==> src/rtl/charis_pkg.sv <==
// Shared CHARIS encodings: opcodes, R-type func class, ALU and immediate-extension
// codes, controller state encoding and the control/op-class bundles.
package charis_pkg;

    localparam logic [5:0] OP_RTYPE = 6'b100000;
    localparam logic [5:0] OP_LI    = 6'b111000;
    localparam logic [5:0] OP_LUI   = 6'b111001;
    localparam logic [5:0] OP_ADDI  = 6'b110000;
    localparam logic [5:0] OP_ANDI  = 6'b110010;
    localparam logic [5:0] OP_ORI   = 6'b110011;
    localparam logic [5:0] OP_B     = 6'b111111;
    localparam logic [5:0] OP_BEQ   = 6'b000000;
    localparam logic [5:0] OP_BNE   = 6'b000001;
    localparam logic [5:0] OP_LB    = 6'b000011;
    localparam logic [5:0] OP_LW    = 6'b001111;
    localparam logic [5:0] OP_SB    = 6'b000111;
    localparam logic [5:0] OP_SW    = 6'b011111;

    // Every defined R-type func has 11 in its top two bits.
    localparam logic [1:0] FUNC_CLASS = 2'b11;

    localparam logic [3:0] ALU_ADD = 4'b0000;
    localparam logic [3:0] ALU_SUB = 4'b0001;
    localparam logic [3:0] ALU_AND = 4'b0010;
    localparam logic [3:0] ALU_OR  = 4'b0011;

    localparam logic [1:0] IMM_SEXT     = 2'b00;
    localparam logic [1:0] IMM_ZEXT     = 2'b01;
    localparam logic [1:0] IMM_HI16     = 2'b10;
    localparam logic [1:0] IMM_SEXT_SH2 = 2'b11;

    typedef enum logic [3:0] {
        S_FETCH    = 4'd0,
        S_DECODE   = 4'd1,
        S_EXEC     = 4'd2,
        S_WB_ALU   = 4'd3,
        S_MEM_ADDR = 4'd4,
        S_MEM_RD   = 4'd5,
        S_WB_MEM   = 4'd6,
        S_MEM_WR   = 4'd7,
        S_BRANCH   = 4'd8
    } state_e;

    typedef struct packed {
        logic is_rtype;
        logic is_imm;
        logic is_load;
        logic is_store;
        logic is_branch;
        logic is_byte;
        logic illegal;
    } opclass_t;

    typedef struct packed {
        logic       ir_ld_en;
        logic       pc_ld_en;
        logic       pc_sel;
        logic       rf_b_sel;
        logic       reg_ab_ld_en;
        logic [1:0] imm_ext;
        logic       alu_bin_sel;
        logic [3:0] alu_func;
        logic       alu_out_ld_en;
        logic       mem_wr_en;
        logic       byte_op;
        logic       mem_out_ld_en;
        logic       rf_wr_en;
        logic       rf_wr_data_sel;
        logic       illegal;
    } ctrl_t;

    function automatic logic [5:0] opcode_of(input logic [31:0] instr);
        return instr[31:26];
    endfunction

endpackage

==> src/rtl/ctrl_opclass.sv <==
// Combinational instruction classifier: sorts the IR contents into the
// controller's dispatch classes and flags undefined opcode/func combinations.
module ctrl_opclass
    import charis_pkg::*;
(
    input  logic [31:0] instr_i,
    output opclass_t    class_o
);

    logic [5:0] op;
    logic [5:0] func;
    logic       rtype_ok;
    logic       unused_fields;

    assign op            = opcode_of(instr_i);
    assign func          = instr_i[5:0];
    assign unused_fields = ^instr_i[25:6];

    always_comb begin
        class_o           = '0;
        class_o.is_rtype  = (op == OP_RTYPE);
        class_o.is_imm    = (op == OP_LI)   || (op == OP_LUI) || (op == OP_ADDI) ||
                            (op == OP_ANDI) || (op == OP_ORI);
        class_o.is_load   = (op == OP_LW)   || (op == OP_LB);
        class_o.is_store  = (op == OP_SW)   || (op == OP_SB);
        class_o.is_branch = (op == OP_B)    || (op == OP_BEQ) || (op == OP_BNE);
        class_o.is_byte   = (op == OP_LB)   || (op == OP_SB);
        rtype_ok          = class_o.is_rtype && (func[5:4] == FUNC_CLASS);
        class_o.illegal   = !(rtype_ok || class_o.is_imm || class_o.is_load ||
                              class_o.is_store || class_o.is_branch);
    end

endmodule

==> src/rtl/multicycle_control.sv <==
// Multi-cycle CHARIS controller: one phase per cycle from FETCH back to FETCH,
// with datapath controls decoded from the current state and the latched IR.
module multicycle_control
    import charis_pkg::*;
(
    input  logic        Clk,
    input  logic        Reset_n,
    input  logic [31:0] Instr,
    input  logic        ALU_zero,
    output logic        IR_LdEn,
    output logic        PC_LdEn,
    output logic        PC_sel,
    output logic        RF_B_sel,
    output logic        RegAB_LdEn,
    output logic [1:0]  ImmExt,
    output logic        ALU_Bin_sel,
    output logic [3:0]  ALU_func,
    output logic        ALUout_LdEn,
    output logic        MEM_WrEn,
    output logic        ByteOp,
    output logic        MEMout_LdEn,
    output logic        RF_WrEn,
    output logic        RF_WrData_sel,
    output logic        Illegal
);

    state_e     state_q, state_d;
    logic       running_q;
    opclass_t   cls;
    ctrl_t      ctrl;
    logic [5:0] opcode;

    assign opcode = opcode_of(Instr);

    ctrl_opclass u_opclass (
        .instr_i (Instr),
        .class_o (cls)
    );

    // running_q holds the controller quiet for the first edge after reset
    // release, so FETCH begins on the edge following deassertion.
    always_ff @(posedge Clk or negedge Reset_n) begin
        if (!Reset_n) begin
            state_q   <= S_FETCH;
            running_q <= 1'b0;
        end else begin
            running_q <= 1'b1;
            if (running_q) begin
                state_q <= state_d;
            end
        end
    end

    always_comb begin
        state_d = S_FETCH;
        case (state_q)
            S_FETCH:    state_d = S_DECODE;
            S_DECODE: begin
                if (cls.illegal)                      state_d = S_FETCH;
                else if (cls.is_rtype || cls.is_imm)  state_d = S_EXEC;
                else if (cls.is_branch)               state_d = S_BRANCH;
                else                                  state_d = S_MEM_ADDR;
            end
            S_EXEC:     state_d = S_WB_ALU;
            S_MEM_ADDR: state_d = cls.is_load ? S_MEM_RD : S_MEM_WR;
            S_MEM_RD:   state_d = S_WB_MEM;
            default:    state_d = S_FETCH;
        endcase
    end

    always_comb begin
        ctrl = '0;
        if (running_q) begin
            case (state_q)
                S_FETCH: ctrl.ir_ld_en = 1'b1;
                S_DECODE: begin
                    ctrl.reg_ab_ld_en = 1'b1;
                    ctrl.rf_b_sel     = (opcode == OP_BEQ) || (opcode == OP_BNE) ||
                                        (opcode == OP_SW)  || (opcode == OP_SB);
                    ctrl.pc_ld_en     = cls.illegal;
                    ctrl.illegal      = cls.illegal;
                end
                S_EXEC: begin
                    ctrl.alu_out_ld_en = 1'b1;
                    ctrl.alu_bin_sel   = !cls.is_rtype;
                    if (cls.is_rtype)              ctrl.alu_func = Instr[3:0];
                    else if (opcode == OP_ANDI)    ctrl.alu_func = ALU_AND;
                    else if (opcode == OP_ORI)     ctrl.alu_func = ALU_OR;
                    else                           ctrl.alu_func = ALU_ADD;
                    if (cls.is_rtype)                                 ctrl.imm_ext = IMM_SEXT;
                    else if (opcode == OP_ANDI || opcode == OP_ORI)   ctrl.imm_ext = IMM_ZEXT;
                    else if (opcode == OP_LUI)                        ctrl.imm_ext = IMM_HI16;
                    else                                              ctrl.imm_ext = IMM_SEXT;
                end
                S_WB_ALU: begin
                    ctrl.rf_wr_en = 1'b1;
                    ctrl.pc_ld_en = 1'b1;
                end
                S_MEM_ADDR: begin
                    ctrl.alu_func      = ALU_ADD;
                    ctrl.alu_bin_sel   = 1'b1;
                    ctrl.imm_ext       = IMM_SEXT;
                    ctrl.alu_out_ld_en = 1'b1;
                    ctrl.byte_op       = cls.is_byte;
                end
                S_MEM_RD: begin
                    ctrl.mem_out_ld_en = 1'b1;
                    ctrl.byte_op       = cls.is_byte;
                end
                S_WB_MEM: begin
                    ctrl.rf_wr_en       = 1'b1;
                    ctrl.rf_wr_data_sel = 1'b1;
                    ctrl.pc_ld_en       = 1'b1;
                end
                S_MEM_WR: begin
                    ctrl.mem_wr_en = 1'b1;
                    ctrl.byte_op   = cls.is_byte;
                    ctrl.pc_ld_en  = 1'b1;
                end
                S_BRANCH: begin
                    ctrl.alu_func = ALU_SUB;
                    ctrl.imm_ext  = IMM_SEXT_SH2;
                    ctrl.pc_ld_en = 1'b1;
                    // Only Mealy output: the branch decision follows the live zero flag.
                    if (opcode == OP_B)        ctrl.pc_sel = 1'b1;
                    else if (opcode == OP_BEQ) ctrl.pc_sel = ALU_zero;
                    else                       ctrl.pc_sel = !ALU_zero;
                end
                default: ctrl = '0;
            endcase
        end
    end

    assign IR_LdEn       = ctrl.ir_ld_en;
    assign PC_LdEn       = ctrl.pc_ld_en;
    assign PC_sel        = ctrl.pc_sel;
    assign RF_B_sel      = ctrl.rf_b_sel;
    assign RegAB_LdEn    = ctrl.reg_ab_ld_en;
    assign ImmExt        = ctrl.imm_ext;
    assign ALU_Bin_sel   = ctrl.alu_bin_sel;
    assign ALU_func      = ctrl.alu_func;
    assign ALUout_LdEn   = ctrl.alu_out_ld_en;
    assign MEM_WrEn      = ctrl.mem_wr_en;
    assign ByteOp        = ctrl.byte_op;
    assign MEMout_LdEn   = ctrl.mem_out_ld_en;
    assign RF_WrEn       = ctrl.rf_wr_en;
    assign RF_WrData_sel = ctrl.rf_wr_data_sel;
    assign Illegal       = ctrl.illegal;

endmodule

==> config.mk <==
export PLATFORM = sky130hd
export DESIGN_NAME = multicycle_control
export DESIGN_NICKNAME = d
export VERILOG_FILES = /design/src/rtl/charis_pkg.sv /design/src/rtl/ctrl_opclass.sv /design/src/rtl/multicycle_control.sv
export SDC_FILE = /design/constraint.sdc
export NUM_CORES = 1
export LEC_CHECK = 0
export BUFFER_PORTS_ARGS = -buffer_cell sky130_fd_sc_hd__buf_4
export CORE_ASPECT_RATIO = 1.4
export CORE_MARGIN = 4
export CORE_UTILIZATION = 40
export CTS_CLUSTER_SIZE = 20
export DETAILED_ROUTE_END_ITERATION = 12
export PLACE_DENSITY_LB_ADDON = 0.1
export SLEW_MARGIN = 20
export SYNTH_ARGS = -nofsm -noshare
export SYNTH_HDL_FRONTEND = slang
export SYNTH_SLANG_ARGS = --single-unit
==> constraint.sdc <==
create_clock -name Clk -period 5.02 [get_ports Clk]
set_clock_uncertainty 0.05 [all_clocks]
set_input_delay 1.255 -clock Clk [delete_from_list [all_inputs] [get_ports Clk]]
set_output_delay 1.255 -clock Clk [all_outputs]
set_load 0.005 [all_outputs]
==> results by group, run 1 <==
Floorplanning
  • Initial standard-cell utilization of the core: 41.40%
  • Top-Level Pins: 54
  • Floorplan die height: 61.15 µm
  • DIE AREA: 2810 µm²
  • Die width: 45.96 µm
  • Core Footprint: 1949 µm²
  • Number of cell rows: 19

Synth
  • Register bit count reported by yosys: 5
  • Synth Flop Type: dfrtp_1
  • Area fraction of the dominant cell type after synthesis: 15.50%
  • Synthesized area per cell: 7.404 µm²
  • Distinct cells, synth: 45
  • Mux cell area share after synthesis: 0%
  • Number of enable flip-flop cells after synthesis: 0
  • Seq/Total Area, Yosys: 15.50%
  • Cell type with the highest aggregate area in the netlist: dfrtp_1
  • Largest family of logic cells by synthesized area: simple AND/OR/NAND/NOR gates
  • Yosys warnings: 0
  • Share of synthesized cell area in full adder, half adder and majority cells: 0%
  • Parity-gate share of the synthesized area counting xor and xnor cells: 4.341%
  • Fraction of synthesis flops using an asynchronous set or reset pin: 100.0%
  • Fraction of the mapped netlist area in simple logic gates: 39.38%
  • Synth Cell Area: 807.0 µm²
  • Number of instances in the synthesized netlist: 109
  • Post-synthesis net count: 144
  • Fraction of the mapped netlist area in compound gates: 25.74%
  • Top post-synthesis cells by area: dfrtp_1 16%, buf_6 7.0%, nor3_1 6.2%

GRT
  • Antenna violations before repair: 0
  • Global routing usage summed across all routing layers: 17.20%
  • Number of global-route vias before repair: 840
  • Global-route wire length before repair: 3.732 mm
  • Pin count of the biggest net entering global routing: 15
  • Global route total overflow: 0

Power
  • Worst supply voltage drop on vdd: 0.1166 mV
  • Power Density: 248.8 nW/µm²
  • Leakage power: 0.4449 nW

Timing
  • Worst slew margin: 66.70%
  • Fmax: 265.6 MHz
  • Minimum clock period after layout: 3765 ps
  • Max Transition Viols Final: 0
  • Final count of negative-setup-slack endpoints: 0
  • Setup TNS: 0 ps
  • Unrepaired setup endpoints after global routing: false
  • Crit share post-route: 75.00%
  • Final count of hold timing violations: 0
  • Transition time at the pin with the least slew margin: 495.6 ps

Critical path
  • Type of element capturing the critical path: primary output
  • Critical path data required time: 3710 ps
  • Type of the setup path with the least slack: in2out
  • Startpoint class of the critical path: input pin
  • Crit-path max FO: 11
  • CP Data Arrival Time: 2460 ps

Job
  • Count of max-cap constraint violations: 0

CTS
  • Number of buffers created by CTS: 3
  • Cts hold-fix bufs: 0
  • Number of H-tree levels: 1
  • Clock buffer depth: 2
  • Worst-skew pair later-pin latency: 250 ps
  • Clock sink count: 5
  • Setup repair bufs after CTS: 0
  • CTS clk-pin slew, worst paths: 50 ps
  • Root buffer cell: clkbuf_4
  • Resize count post-CTS: 0
  • Clock tree from TritonCTS: done

Place
  • Routability Congestion: 0.8427
  • Post-DP Area: 988.4 µm²
  • Port buffer count: 33
  • Post-DP HPWL: 1.741 mm

Drt
  • Detail Route met2 WL: 1.226 mm
  • Total wire length after detailed routing: 2.240 mm
  • Wire length the detailed router placed on met1: 900 µm
  • Via count: 901
  • Iter 0 DRT Violations: 17
  • Vias per cell: 5.739
  • Router iterations before antenna repair: 4
  • Routed length on met3: 91 µm
  • Routed wirelength normalized by instance count: 14.27 µm
  • Highest routed layer: met4
  • ANT nets after route: 0
  • Residual DRC: 0

Finish
  • Top library cells by usage in the layout, fill and taps aside: 33 x buf_4, 10 x nand2_1, 10 x nor2_1, 10 x nor3_1, 8 x nand3_1
  • Post-synthesis to final-layout area growth: 25.74%
  • Fin area: 1015 µm²
  • Fraction of final layout cells sized beyond drive strength 1: 35.29%
  • Most common cell after layout, fill and taps aside: buf_4
  • Fillers: 201
  • Number of diodes: 0
  • Post-layout nets: 172

Outcome
  • Result of the run: finished, final reports clean

Hold path
  • Worst hold path class: reg2reg
## where the power goes
part | internal [mW] | total [mW] | leakage [nW] | switching (mW)
clock network | 0.0301 | 0.0472 | 0.0150 | 0.0171
registers | 0.0486 | 0.0794 | 0.0643 | 0.0307
logic | 0.0644 | 0.126 | 0.366 | 0.0614
## cells in the mapped netlist, types with 2 or more instances
master and count:
a211oi_1 3, a21oi_1 4, and3_1 4, buf_2 3, buf_6 5, dfrtp_1 5, inv_1 4, nand2_1 10
nand3_1 8, nand4_1 2, nor2_1 10, nor3_1 10, o2111ai_1 2, o21ai_0 4, o21ai_1 2, xnor2_1 4
## layer usage
metal / GRT usage (%) / up-vias
met4: 4.878 / 0
met3: 0.8772 / 2
li1: - / 451
met2: 30.71 / 20
met1: 21.79 / 428
met5: 0 / -
## flip-flops by register name, indices dropped and copies added (netlist names)
| signal | count |
|---|---|
| state_q | 4 |
| running_q | 1 |
## final cells by class
type / count / area [µm²] / area share [%]
multi-input combinational: 88 / 564.3 / 55.61
clock buffer: 4 / 26.28 / 2.589
tap: 21 / 26.28 / 2.589
inverter: 6 / 25.02 / 2.466
sequential: 5 / 125.1 / 12.33
timing repair buffer: 33 / 247.7 / 24.41
## path summary, 6_finish.rpt
check | from | endpoint | slack (ps) | cells after the start
min in group asynchronous | Reset_n | running_q | 750 | 1
max in group asynchronous | Reset_n | state_q[2] | 4060 | 1
max | Instr[27] | PC_LdEn | 1260 | 7
min reg2reg | running_q | state_q[3] | 630 | 1
max reg2reg | running_q | state_q[1] | 3350 | 5
min | running_q | state_q[3] | 630 | 1
## kinds of logic after synthesis
family / Yosys count
AO/OA/AOI/OAI: 27
XOR/XNOR: 4
other: 1
flip-flops: 5
AND/OR/NAND/NOR: 56
buffers and inverters: 16
## critical path, stage by stage
cell      delay [ps]
buf_4            160
nor3_1           240
and3_1           290
nand3_2          110
o211ai_2         120
o211ai_1         140
buf_4            150
## per-stage QoR
stage	hold slack, ps	total power, mW	setup WS, ps	instances	utilization (%)
floorplan	493.5	0.1758	1583	109	-
global placement	629.6	0.2041	1255	153	50.71
detailed placement	627.0	0.2065	1255	153	50.71
CTS	634.4	0.2548	1251	157	52.05
global route	681.9	0.2742	1183	157	52.05
finish	631.1	0.2524	1255	157	52.05
Power figures use the tool's default switching activity.
==> run 2: changes to the inputs <==
--- a/config.mk
+++ b/config.mk
@@ -8,7 +8,7 @@
 export BUFFER_PORTS_ARGS = -buffer_cell sky130_fd_sc_hd__buf_4
 export CORE_ASPECT_RATIO = 1.4
 export CORE_MARGIN = 4
-export CORE_UTILIZATION = 40
+export CORE_UTILIZATION = 37
 export CTS_CLUSTER_SIZE = 20
 export DETAILED_ROUTE_END_ITERATION = 12
 export PLACE_DENSITY_LB_ADDON = 0.1
==> constraint.sdc (replaced) <==
create_clock -name Clk -period 3.2 [get_ports Clk]
set_clock_uncertainty 0.05 [all_clocks]
set_input_delay 0.8 -clock Clk [delete_from_list [all_inputs] [get_ports Clk]]
set_output_delay 0.8 -clock Clk [all_outputs]
set_load 0.005 [all_outputs]
==> run 2 against run 1 <==
Effect of this change:
- register-to-register slack lost 1800 ps
- power grew 55%
- die area up 6.9%
- via count shrank 3.6%
- global-route usage shrank 0.66 points
- count of clock-buffer cells in the layout unchanged
- final cell count stayed put
- routed wire length fell by 3.0%
- critical path type unchanged
- largest cell class unchanged
- largest power group unchanged
- highest routed layer is now met3
==> results by group, run 2 (synthesis gave the netlist of run 1 again) <==
Outcome
  • Result of the run: finished, final reports clean

Floorplanning
  • Die width: 47.47 µm
  • Floorplan die height: 63.26 µm
  • Initial standard-cell utilization of the core: 39.94%
  • Top-Level Pins: 54
  • Number of cell rows: 19
  • Core Footprint: 2021 µm²
  • DIE AREA: 3003 µm²

CTS
  • Worst-skew pair later-pin latency: 240 ps
  • Clock buffer depth: 2
  • Cts hold-fix bufs: 0
  • CTS clk-pin slew, worst paths: 40 ps
  • Resize count post-CTS: 0
  • Number of H-tree levels: 1
  • Root buffer cell: clkbuf_4
  • Clock sink count: 5
  • Setup repair bufs after CTS: 0
  • Number of buffers created by CTS: 3
  • Clock tree from TritonCTS: done

Place
  • Post-DP Area: 988.4 µm²
  • Post-DP HPWL: 1.719 mm
  • Routability Congestion: 0.7950
  • Port buffer count: 33

Finish
  • Fillers: 203
  • Fin area: 1015 µm²
  • Register area: 125.1 µm²
  • Post-layout nets: 172
  • Multi-input gate area in the final layout: 564.3 µm²
  • Registers with the highest flip-flop counts: state_q x4, running_q x1
  • Top library cells by usage in the layout, fill and taps aside: 33 x buf_4, 10 x nand2_1, 10 x nor2_1, 10 x nor3_1, 8 x nand3_1
  • Number of diodes: 0
  • Largest register FFs: 4
  • Fraction of final layout cells sized beyond drive strength 1: 35.29%
  • Register with the most flip-flops: state_q
  • Most common cell after layout, fill and taps aside: buf_4
  • Post-synthesis to final-layout area growth: 25.74%

Drt
  • Routed length on met3: 85 µm
  • Highest routed layer: met3
  • Iter 0 DRT Violations: 13
  • Residual DRC: 0
  • ANT nets after route: 0
  • Wire length the detailed router placed on met1: 851 µm
  • Routed wirelength normalized by instance count: 13.83 µm
  • Vias per cell: 5.535
  • Router iterations before antenna repair: 4
  • Via count: 869
  • Detail Route met2 WL: 1.235 mm
  • Total wire length after detailed routing: 2.172 mm

Critical path
  • Worst reg-to-reg setup slack: 1550 ps
  • Startpoint of the most critical register-to-register path: running_q
  • Type of the setup path with the least slack: in2out
  • Startpoint class of the critical path: input pin
  • Critical path data required time: 2350 ps
  • Worst Setup SP: Instr[27]
  • CP Data Arrival Time: 1990 ps
  • Crit-path max FO: 11
  • Worst Reg2Reg Path Length in Cells: 5
  • Type of element capturing the critical path: primary output

Power
  • Power Density: 385.9 nW/µm²
  • Worst supply voltage drop on vdd: 0.1260 mV
  • Leakage power: 0.4449 nW

Timing
  • Final count of hold timing violations: 0
  • Minimum clock period after layout: 2842 ps
  • Unrepaired setup endpoints after global routing: false
  • Setup TNS: 0 ps
  • Final count of negative-setup-slack endpoints: 0
  • Max Transition Viols Final: 0
  • Fmax: 351.8 MHz
  • Crit share post-route: 88.83%

GRT
  • Global route total overflow: 0
  • Pin count of the biggest net entering global routing: 15
  • Global-route wire length before repair: 3.767 mm
  • Global routing usage summed across all routing layers: 16.54%
  • Number of global-route vias before repair: 862
  • Antenna violations before repair: 0

Hold path
  • Worst hold path class: in2async

Job
  • Count of max-cap constraint violations: 0
[run 2: cell counts in the layout (fill, tap and decap cells not counted)]
No cell type changed its count.
[run 2: area by class of cell]
cell class	instances	share of cell area [%]
multi-input combinational	88	55.61
timing repair buffer	33	24.41
sequential	5	12.33
clock buffer	4	2.589
tap	21	2.589
inverter	6	2.466
[run 2: stage by stage]
| step | setup WS (ps) | util (%) | std cells | power (mW) | hold WS (ps) |
|---|---|---|---|---|---|
| after floorplan | 672.7 | - | 109 | 0.2758 | 454.4 |
| after global placement | 335.6 | 48.92 | 153 | 0.3197 | 552.0 |
| after detailed placement | 350.9 | 48.92 | 153 | 0.3234 | 553.9 |
| after CTS | 350.6 | 50.22 | 157 | 0.3987 | 289.6 |
| after global routing | 229.4 | 50.22 | 157 | 0.4290 | 283.7 |
| final | 357.5 | 50.22 | 157 | 0.3916 | 297.8 |
[run 2: per-layer routing]
layer	GRT usage, %	vias to the layer above
met5	0	-
met4	6.228	0
met3	1.709	0
met2	27.68	18
met1	20.44	404
li1	-	447
[run 2: worst max-delay path: stages]
cell and delay [ps]:
buf_4 160, nor3_1 230, and3_1 290, nand3_2 110, o211ai_2 110, o211ai_1 140, buf_4 150
[run 2: path summary, 6_finish.rpt]
check,end
worst max-delay path,PC_LdEn
worst min-delay path,running_q
worst max register to register,state_q[1]
worst min register to register,state_q[3]
max in group asynchronous,state_q[2]
min in group Clk,state_q[3]
[run 2: report_power, final]
group / leakage (nW) / internal [mW] / switching, mW / total, mW
logic: 0.366 / 0.101 / 0.0939 / 0.195
clock network: 0.0150 / 0.0471 / 0.0253 / 0.0724
registers: 0.0643 / 0.0763 / 0.0480 / 0.124
total: 0.445 / 0.224 / 0.167 / 0.392
